`src/rtl/alu_station.sv`:
```
// alu_station: reservation station that feeds the ALU.
//
// Buffers up to DEPTH renamed ALU instructions from dispatch, snoops the
// common data bus until both operands of an entry are present, and issues
// one ready entry per cycle into a registered exec stage read by the ALU.
//
// Ports
//   clk, reset (async, active-high), flush (sync, discards everything)
//   in_*    : dispatch side; in_valid/in_ready handshake
//   cdb_*   : result broadcast snooped for operand wakeup
//   exec_*  : registered exec stage; exec_valid/exec_ready handshake
//
// Handshakes: a transfer happens on a rising edge where valid && ready.
// A producer holding valid keeps its payload stable until the transfer;
// here that means exec_* do not change while exec_valid && !exec_ready.
//
// Configuration macro: ALU_STATION_OLDEST_FIRST_EN
//   defined   : select the oldest ready entry (per-entry insert-order rank)
//   undefined : select the lowest-index ready entry; no age state

package structures;
  typedef enum logic [3:0] {
    ADD  = 4'd0,
    SUB  = 4'd1,
    ADDI = 4'd2,
    ANDI = 4'd3,
    OR   = 4'd4,
    XOR  = 4'd5,
    SLT  = 4'd6,
    SLL  = 4'd7
  } instr_name_e;
endpackage

module alu_station
  import structures::*;
#(
  parameter int XLEN      = 32,
  parameter int DEPTH     = 4,
  parameter int TAG_WIDTH = 6
) (
  input  logic                 clk,
  input  logic                 reset,
  input  logic                 flush,
  input  logic                 in_valid,
  output logic                 in_ready,
  input  instr_name_e          in_instr_name,
  input  logic [XLEN-1:0]      in_address,
  input  logic [XLEN-1:0]      in_immediate,
  input  logic [XLEN-1:0]      in_data_1,
  input  logic [XLEN-1:0]      in_data_2,
  input  logic                 in_src_1_valid,
  input  logic                 in_src_2_valid,
  input  logic [TAG_WIDTH-1:0] in_src_1_tag,
  input  logic [TAG_WIDTH-1:0] in_src_2_tag,
  input  logic [TAG_WIDTH-1:0] in_dest_tag,
  input  logic                 cdb_valid,
  input  logic [TAG_WIDTH-1:0] cdb_tag,
  input  logic [XLEN-1:0]      cdb_result,
  output logic                 exec_valid,
  input  logic                 exec_ready,
  output instr_name_e          exec_instr_name,
  output logic [XLEN-1:0]      exec_data_1,
  output logic [XLEN-1:0]      exec_data_2,
  output logic [XLEN-1:0]      exec_immediate,
  output logic [XLEN-1:0]      exec_address,
  output logic [TAG_WIDTH-1:0] exec_dest_tag
);

  localparam int IW = (DEPTH > 1) ? $clog2(DEPTH) : 1;

  typedef struct packed {
    instr_name_e          instr;
    logic [XLEN-1:0]      addr;
    logic [XLEN-1:0]      imm;
    logic [XLEN-1:0]      data_1;
    logic [XLEN-1:0]      data_2;
    logic                 src_1_ok;
    logic                 src_2_ok;
    logic [TAG_WIDTH-1:0] tag_1;
    logic [TAG_WIDTH-1:0] tag_2;
    logic [TAG_WIDTH-1:0] dest;
  } entry_t;

  entry_t           ent_q [DEPTH];
  logic [DEPTH-1:0] valid_q;
  entry_t           exec_q;
  logic             exec_valid_q;

  logic [DEPTH-1:0] ready_w;
  logic [IW-1:0]    free_idx;
  logic [IW-1:0]    sel_idx;
  logic             sel_found;
  logic             can_issue;
  logic             issue;
  logic             accept;
  entry_t           new_entry;

  always_comb begin
    for (int i = 0; i < DEPTH; i++) begin
      ready_w[i] = valid_q[i] & ent_q[i].src_1_ok & ent_q[i].src_2_ok;
    end
  end

  // Built from registered state only, so a slot freed on this edge is not
  // offered until the following cycle.
  assign in_ready = ~&valid_q;

  always_comb begin
    logic found;
    found    = 1'b0;
    free_idx = '0;
    for (int i = 0; i < DEPTH; i++) begin
      if (!valid_q[i] && !found) begin
        free_idx = IW'(i);
        found    = 1'b1;
      end
    end
  end

`ifdef ALU_STATION_OLDEST_FIRST_EN
  // age_q is the entry's rank in insert order among valid entries:
  // 0 is the oldest. Ranks stay dense, so the youngest has the highest rank.
  logic [IW-1:0] age_q [DEPTH];
  logic [IW:0]   valid_cnt;
  logic [IW-1:0] new_age;

  always_comb begin
    logic [IW-1:0] best_age;
    best_age  = '1;
    sel_found = 1'b0;
    sel_idx   = '0;
    for (int i = 0; i < DEPTH; i++) begin
      if (ready_w[i] && (!sel_found || age_q[i] < best_age)) begin
        sel_found = 1'b1;
        sel_idx   = IW'(i);
        best_age  = age_q[i];
      end
    end
  end

  always_comb begin
    valid_cnt = '0;
    for (int i = 0; i < DEPTH; i++) begin
      valid_cnt = valid_cnt + {{IW{1'b0}}, valid_q[i]};
    end
  end

  // The new entry ranks behind everything that survives this edge.
  assign new_age = IW'(valid_cnt - {{IW{1'b0}}, issue});

  always_ff @(posedge clk or posedge reset) begin
    if (reset) begin
      for (int i = 0; i < DEPTH; i++) age_q[i] <= '0;
    end else if (!flush) begin
      for (int i = 0; i < DEPTH; i++) begin
        if (issue && valid_q[i] && age_q[i] > age_q[sel_idx]) begin
          age_q[i] <= age_q[i] - 1'b1;
        end
      end
      if (accept) age_q[free_idx] <= new_age;
    end
  end
`else
  always_comb begin
    sel_found = 1'b0;
    sel_idx   = '0;
    for (int i = 0; i < DEPTH; i++) begin
      if (ready_w[i] && !sel_found) begin
        sel_found = 1'b1;
        sel_idx   = IW'(i);
      end
    end
  end
`endif

  assign can_issue = !exec_valid_q || exec_ready;
  assign issue     = can_issue && sel_found;
  assign accept    = in_valid && in_ready;

  // Incoming entry, with same-cycle CDB bypass for unresolved sources.
  always_comb begin
    new_entry          = '0;
    new_entry.instr    = in_instr_name;
    new_entry.addr     = in_address;
    new_entry.imm      = in_immediate;
    new_entry.data_1   = in_data_1;
    new_entry.data_2   = in_data_2;
    new_entry.src_1_ok = in_src_1_valid;
    new_entry.src_2_ok = in_src_2_valid;
    new_entry.tag_1    = in_src_1_tag;
    new_entry.tag_2    = in_src_2_tag;
    new_entry.dest     = in_dest_tag;
    if (cdb_valid && !in_src_1_valid && cdb_tag == in_src_1_tag) begin
      new_entry.src_1_ok = 1'b1;
      new_entry.data_1   = cdb_result;
    end
    if (cdb_valid && !in_src_2_valid && cdb_tag == in_src_2_tag) begin
      new_entry.src_2_ok = 1'b1;
      new_entry.data_2   = cdb_result;
    end
  end

  always_ff @(posedge clk or posedge reset) begin
    if (reset) begin
      valid_q      <= '0;
      exec_valid_q <= 1'b0;
      exec_q       <= '0;
      for (int i = 0; i < DEPTH; i++) ent_q[i] <= '0;
    end else if (flush) begin
      valid_q      <= '0;
      exec_valid_q <= 1'b0;
    end else begin
      // Wakeup: both sources of one entry may match the same broadcast.
      for (int i = 0; i < DEPTH; i++) begin
        if (valid_q[i] && cdb_valid) begin
          if (!ent_q[i].src_1_ok && ent_q[i].tag_1 == cdb_tag) begin
            ent_q[i].src_1_ok <= 1'b1;
            ent_q[i].data_1   <= cdb_result;
          end
          if (!ent_q[i].src_2_ok && ent_q[i].tag_2 == cdb_tag) begin
            ent_q[i].src_2_ok <= 1'b1;
            ent_q[i].data_2   <= cdb_result;
          end
        end
      end

      // A selected entry is already fully resolved, so copying the
      // registered entry is unaffected by this cycle's wakeup.
      if (issue) begin
        exec_q           <= ent_q[sel_idx];
        exec_valid_q     <= 1'b1;
        valid_q[sel_idx] <= 1'b0;
      end else if (can_issue) begin
        exec_valid_q <= 1'b0;
      end

      // free_idx is an invalid slot, so it never collides with sel_idx or
      // with a wakeup target.
      if (accept) begin
        ent_q[free_idx]   <= new_entry;
        valid_q[free_idx] <= 1'b1;
      end
    end
  end

  assign exec_valid      = exec_valid_q;
  assign exec_instr_name = exec_q.instr;
  assign exec_data_1     = exec_q.data_1;
  assign exec_data_2     = exec_q.data_2;
  assign exec_immediate  = exec_q.imm;
  assign exec_address    = exec_q.addr;
  assign exec_dest_tag   = exec_q.dest;

endmodule
```
`config.mk`:
```
export PLATFORM = sky130hd
export DESIGN_NAME = alu_station
export DESIGN_NICKNAME = d
export VERILOG_FILES = /design/src/rtl/alu_station.sv
export SDC_FILE = /design/constraint.sdc
export NUM_CORES = 2
export LEC_CHECK = 0
export CAP_MARGIN = 0
export CORE_UTILIZATION = 40
export DETAILED_ROUTE_END_ITERATION = 16
export SYNTH_ARGS = -nofsm -noshare
export SYNTH_HDL_FRONTEND = slang
export SYNTH_SLANG_ARGS = --single-unit
```
`constraint.sdc`:
```
create_clock -name clk -period 35.5 [get_ports clk]
set_input_delay 5.325 -clock clk [delete_from_list [all_inputs] [get_ports clk]]
set_output_delay 5.325 -clock clk [all_outputs]
set_load 0.1 [all_outputs]
```
### Yosys cells after proc, flatten, opt, wreduce, memory -nomap -nowiden

Index checks and enable logic that the tools add are counted.

* output and inout bits: 140
* memory bits (read-only): 0
* register bits after elaboration: 751
* input bits: 196
* word-level logic and storage cells: 190
* memory bits (writable): 0
* bits in latches: 0
* memories: 0

* bitwise logic cells: 14
* divide/modulo/power cells: 0
* equality and inequality tests: 10
* multiply operators: 0
* muxes and demuxes: 59
* reduce and logical (&&, ||, !) cells: 52
* $add $sub $neg: 0
* order comparisons: 7
* shift operators: 0

Operators with widths (number)
* bitwise mux 608 bit: 1
* 2-to-1 mux 540 bit: 1
* 2-to-1 mux 66 bit: 8
* 2-to-1 mux 152 bit: 3
* 2-to-1 mux 32 bit: 10
* binary-select mux 152 bit (select 2 bit): 1
* demux 152 bit (select 2 bit): 1
* == test 6 bit: 10
* logical AND 1 bit: 27
* 2-to-1 mux 1 bit: 24
* zero test 1 bit: 20
* 2-to-1 mux 4 bit: 4
* bitwise AND 1 bit: 8
* 2-to-1 mux 2 bit: 4
* >= comparator 3 bit, second input constant: 2
* < comparator 2 x 3 -> 1 bit, second input constant: 2
* NOT 2 -> 3 bit: 2
* bitwise AND 4 bit: 1
* demux 1 bit (select 2 bit): 2
* >= comparator 2 x 1 -> 1 bit, second input constant: 2
* NOT 4 bit: 1
* OR 4 bit: 1
* AND reduction 2 bit: 2
* AND reduction 4 bit: 1
* other kinds (4): 4

### Longest topological paths before layout

* depth after elaboration: 23
* gate-level depth with buffers: 9
* mapped depth without buffers: 5

### Worst setup path after synthesis

OpenSTA, ideal clock, no wires.

* kind: input to register
* start: in cdb_tag[1]
* end: reg ent_q[59] in the netlist's numbering
* arrival time: 6794 ps
* setup time: 94 ps
* required time: 35406 ps
* stages on the path: 8
* path slack: 28612 ps
* buffers on the path: 3
* cell sequence: buf_4 xnor2_1 nand4_1 or3_1 buf_2 buf_2 mux2i_1 a221oi_2

* word-level cells in the longest chain between the ends: 7
* elaborated cells between the ends (all ways): 10
* those cells by class: eq/ne (2); mux (6); reduce/logical (2)

Ends and longest elaborated chain
* from (decl): line 57 `input logic [TAG_WIDTH-1:0] cdb_tag,`
* == test 6 bit: line 216 `if (!ent_q[i].src_1_ok && ent_q[i].tag_1 == cdb_tag) begin`
* logical AND 1 bit: line 216
* 2-to-1 mux 32 bit: line 216
* 2-to-1 mux 66 bit: line 215 `if (valid_q[i] && cdb_valid) begin`
* 2-to-1 mux 66 bit: line 209 `end else if (flush) begin`
* bitwise mux 608 bit: line 240 `ent_q[free_idx] <= new_entry;`
* 2-to-1 mux 540 bit *: line 239 `if (accept) begin`
* to (signal, indexed assignment): line 240
* to (decl): line 84 `entry_t ent_q [DEPTH];`

Every way passes the cells marked *; elsewhere a longest branch is shown, timed or not. The select of a mux whose other input is x is not followed.
A chain may end at the register's enable or synchronous reset.

### Final worst setup path

* start: in cdb_tag[0]
* end: reg ent_q[506] in the netlist's numbering

* word-level cells in the longest chain between the ends: 7
* elaborated cells between the ends (all ways): 10
* those cells by class: eq/ne (2); mux (6); reduce/logical (2)

Ends and longest elaborated chain
* == test 6 bit: line 220 `if (!ent_q[i].src_2_ok && ent_q[i].tag_2 == cdb_tag) begin`
* logical AND 1 bit: line 220
* 2-to-1 mux 32 bit: line 220
* 2-to-1 mux 66 bit: line 215
* 2-to-1 mux 66 bit: line 209
* bitwise mux 608 bit: line 240
* 2-to-1 mux 540 bit *: line 239

Marks and branches as above.

==> run summary <==
average vias per placed instance: 5.717
Sum Neg Setup Slack: 0 ns
data arrival time of the critical path: 9.02 ns
total gr overflow: 0
worst-path fanout max: 33
number of nets in the synthesized netlist: 3845
fraction of the cycle the final worst path needs: 0.2406
iteration-0 DRC count of the detailed router: 2566
all-layer global routing usage: 0.2642
most frequent cell on the critical path: buf_4
clock tree from TritonCTS: yes
Synth Area in Simple Gates: 0.1526
maximum operating frequency: 117.1 MHz
global-route wire length before repair: 182900 um
count of pins over their slew limit: 0
post-route cell area: 0.04220 sq mm
Core Footprint: 0.08716 sq mm
clock-pin slew of the registers on the worst-case setup and hold paths: 0.06 ns
Total Die Area: 0.08948 sq mm
worst min-delay path class: flip-flop to flip-flop
effective utilization at floorplan: 0.4052
netlist area before placement: 0.03531 sq mm
mux share of post-synthesis cell area: 0.03848
x dimension of the die: 299.1 um
number of detailed-route iterations in the first pass: 6
number of buffers added for setup after CTS: 0
Gate Count Post-Synth: 3649
slew at the pin closest to its max-slew limit: 1.193 ns
Clock Sinks: 751
most used flip-flop cell after synthesis: dfrtp_1
leakage power total: 0.01999 uW
count of final hold-check violations: 0
row cnt: 108
I/O pin cnt: 336
post-cts hold buffer count: 0
number of enable flip-flop cells after synthesis: 0
Worst EP required: 35.97 ns
Slowest cell on crit path: clkdlybuf4s50_1
share of post-route cells with drive strength above 1: 0.1160
DRT antenna net count: 0
average instance area after synthesis: 9.678 sq um
number of global-route vias before repair: 29210
post-synthesis adder-cell area fraction: 0
routed length per instance: 23.54 um
fin nets: 4004
Async SR Flop Fraction: 1.000
number of CTS-inserted buffers: 86
number of input and output port buffers inserted: 335
sequential element share of the synthesized area: 0.5322
RSZ-0062 raised after global routing: false
number of setup violations in the final report: 0
number of antenna violations at the first check in global routing: 17
synthesized-area fraction occupied by xor and xnor cells: 0.01488
number of synthesized register bits: 751
Clk Latency, worst-skew pair: 0.65 ns
largest stage delay on the critical path: 0.88 ns
post-route DRC violation count: 0
normalized max-slew margin: 0.2019
pin count of the biggest net entering global routing: 147
element type at the critical path end: flip-flop
Critical Path Start Type: input port
cell chain of the critical path: clkdlybuf4s50_1, xnor2_1, and4_1, buf_4, nand2_4, o21ai_4, buf_4, a221oi_1
path type of the worst setup path: input port to flip-flop
post-detailed-routing wire length: 118400 um
clock period minus worst slack: 8.541 ns
reported max-cap violation count: 0
worst-case vdd ir drop: 86.14 uV
library cells used by synthesis: 60
outcome: finished clean
ratio of total power to cell area: 75.64 mW/mm^2
number of levels in the clock H-tree: 3
placer congestion estimate: 0.8088
placed inst area: 0.03931 sq mm
Syn. warnings: 0
vias post-DR: 28750
Clk Tree Root Cell: clkbuf_16
die height: 299.1 um
post-layout power: 3192 uW
area delta synth->final: 19.50%
Compound-Gate Fraction of Synth Area: 0.1978
Layout Skew: 0.02399 ns
number of resized instances in the post-cts repair step: 0
dominant combinational cell family by area after synthesis: compound AO/OA/AOI/OAI gates
clock buffer depth: 3
sum of net half-perimeters after detailed placement: 67670 um
logic make-up (layout without fill, tap and decap cells):
group,count (synthesis),after routing
compound gates,893,893
xor+xnor,60,60
buf+inv,545,768
flops,751,751
mux,125,125
other cells,0,1
simple gates,1275,1275
state kept, by name (all words and copies together), names as in the netlist:
name	cells
exec_data_1	32
exec_instr_name	4
ent_q	608
exec_data_2	32
exec_immediate	32
exec_address	32
valid_q	4
exec_valid	1
exec_dest_tag	6
final cells by class:
type | instances | area, sq um
inverter | 226 | 855.8
clock inverter | 21 | 324.1
fill | 8171 | 44960
sequential | 751 | 18790
tap | 1155 | 1445
antenna | 1 | 2.502
clock buffer | 131 | 2562
timing repair buffer | 390 | 3786
multi-input combinational | 2353 | 14430
critical path: cells and delay by family:
kind | cells | cell delay [ns]
AOI/OAI and AO/OA | 2 | 0.84
xor gates and xnor gates | 1 | 0.21
buffers and inverters | 3 | 1.87
and+or+nand+nor | 2 | 0.73
cell usage after synthesis, types with 26 or more instances:
library cell / n / area, sq um
nor3_1: 95 / 475.5
nand2_1: 922 / 3461
a21oi_1: 27 / 135.1
a21o_1: 143 / 1074
dfrtp_1: 751 / 18790
o221a_1: 30 / 337.8
a221oi_2: 60 / 900.9
o21ai_0: 57 / 285.3
buf_1: 26 / 97.59
mux2i_1: 39 / 390.4
nand3b_1: 34 / 255.2
a222oi_1: 70 / 700.7
mux2_2: 86 / 968.4
o22ai_1: 276 / 1727
buf_2: 86 / 430.4
a221oi_1: 28 / 245.2
clkbuf_1: 187 / 701.9
nor2_1: 83 / 311.6
inv_1: 226 / 848.3
xor2_1: 38 / 332.8
o221a_2: 34 / 382.9
o21ai_1: 102 / 510.5
nand3_1: 59 / 295.3
a211oi_2: 30 / 375.4
stage by stage:
stage | utilization | setup slack [ns] | cells | hold slack (ns)
after floorplan | - | 9.099 | 3649 | 0.4460
after global placement | 0.4510 | 26.36 | 4875 | 0.4571
after detailed placement | 0.4510 | 26.34 | 4875 | 0.4624
after CTS | 0.4842 | 27.01 | 5027 | 0.4768
after global routing | 0.4842 | 26.85 | 5028 | 0.4959
final | 0.4842 | 26.96 | 5028 | 0.4738
cells in the final DEF, fill, tap and decap left out, drive strengths merged, types with 3 or more instances in the layout:
cell type / Yosys / routed
nand3: 60 / 60
clkinv: 0 / 14
nand2: 923 / 923
nand4b: 3 / 3
o221a: 64 / 64
a211oi: 32 / 32
or3: 3 / 3
o22a: 4 / 4
nor4: 5 / 5
mux2: 86 / 86
a222oi: 70 / 70
a31o: 15 / 15
clkbuf: 188 / 131
mux2i: 39 / 39
xor2: 38 / 38
buf: 131 / 57
nand3b: 34 / 34
xnor2: 22 / 22
nand4: 8 / 8
a21oi: 27 / 27
a221oi: 88 / 88
and3: 22 / 22
and2: 18 / 18
nor2b: 6 / 6
nand2b: 5 / 5
nor3: 97 / 97
o22ai: 276 / 276
clkdlybuf4s50: 0 / 333
a31oi: 3 / 3
o21ai: 163 / 163
a21o: 143 / 143
dfrtp: 751 / 751
a2bb2oi: 3 / 3
nor2: 83 / 83
or2: 3 / 3
bufinv: 0 / 4
inv: 226 / 228
metal layers:
metal	GRT usage	part of all wire	wire length, um
met4	0.07228	0.022	2583
met2	0.4351	0.48	56560
met1	0.3549	0.43	50470
met3	0.05153	0.072	8565
met5	0	0.0016	194
power breakdown:
| part | internal [uW] | switching, uW | total (uW) |
|---|---|---|---|
| clock | 530 | 374 | 905 |
| sequential | 1050 | 131 | 1180 |
| combinational | 293 | 813 | 1110 |
| total | 1870 | 1320 | 3190 |
final timing paths:
check / endpoint / slack [ns] / start / cells past startpoint
setup reg to reg: exec_data_1[26]$_DFFE_PP0P_ / 31.73 / valid_q[1]$_DFF_PP0_ / 7
min in group asynchronous: exec_address[19]$_DFFE_PP0P_ / 5.20 / reset / 2
setup / recovery: ent_q[506]$_DFFE_PP0N_ / 26.96 / cdb_tag[0] / 8
hold reg to reg: ent_q[153]$_DFFE_PP0P_ / 0.47 / ent_q[153]$_DFFE_PP0P_ / 2
hold / removal: ent_q[153]$_DFFE_PP0P_ / 0.47 / ent_q[153]$_DFFE_PP0P_ / 2
max in group asynchronous: ent_q[41]$_DFFE_PP0N_ / 27.41 / reset / 5
No activity file was read; power rests on OpenSTA's default activity.
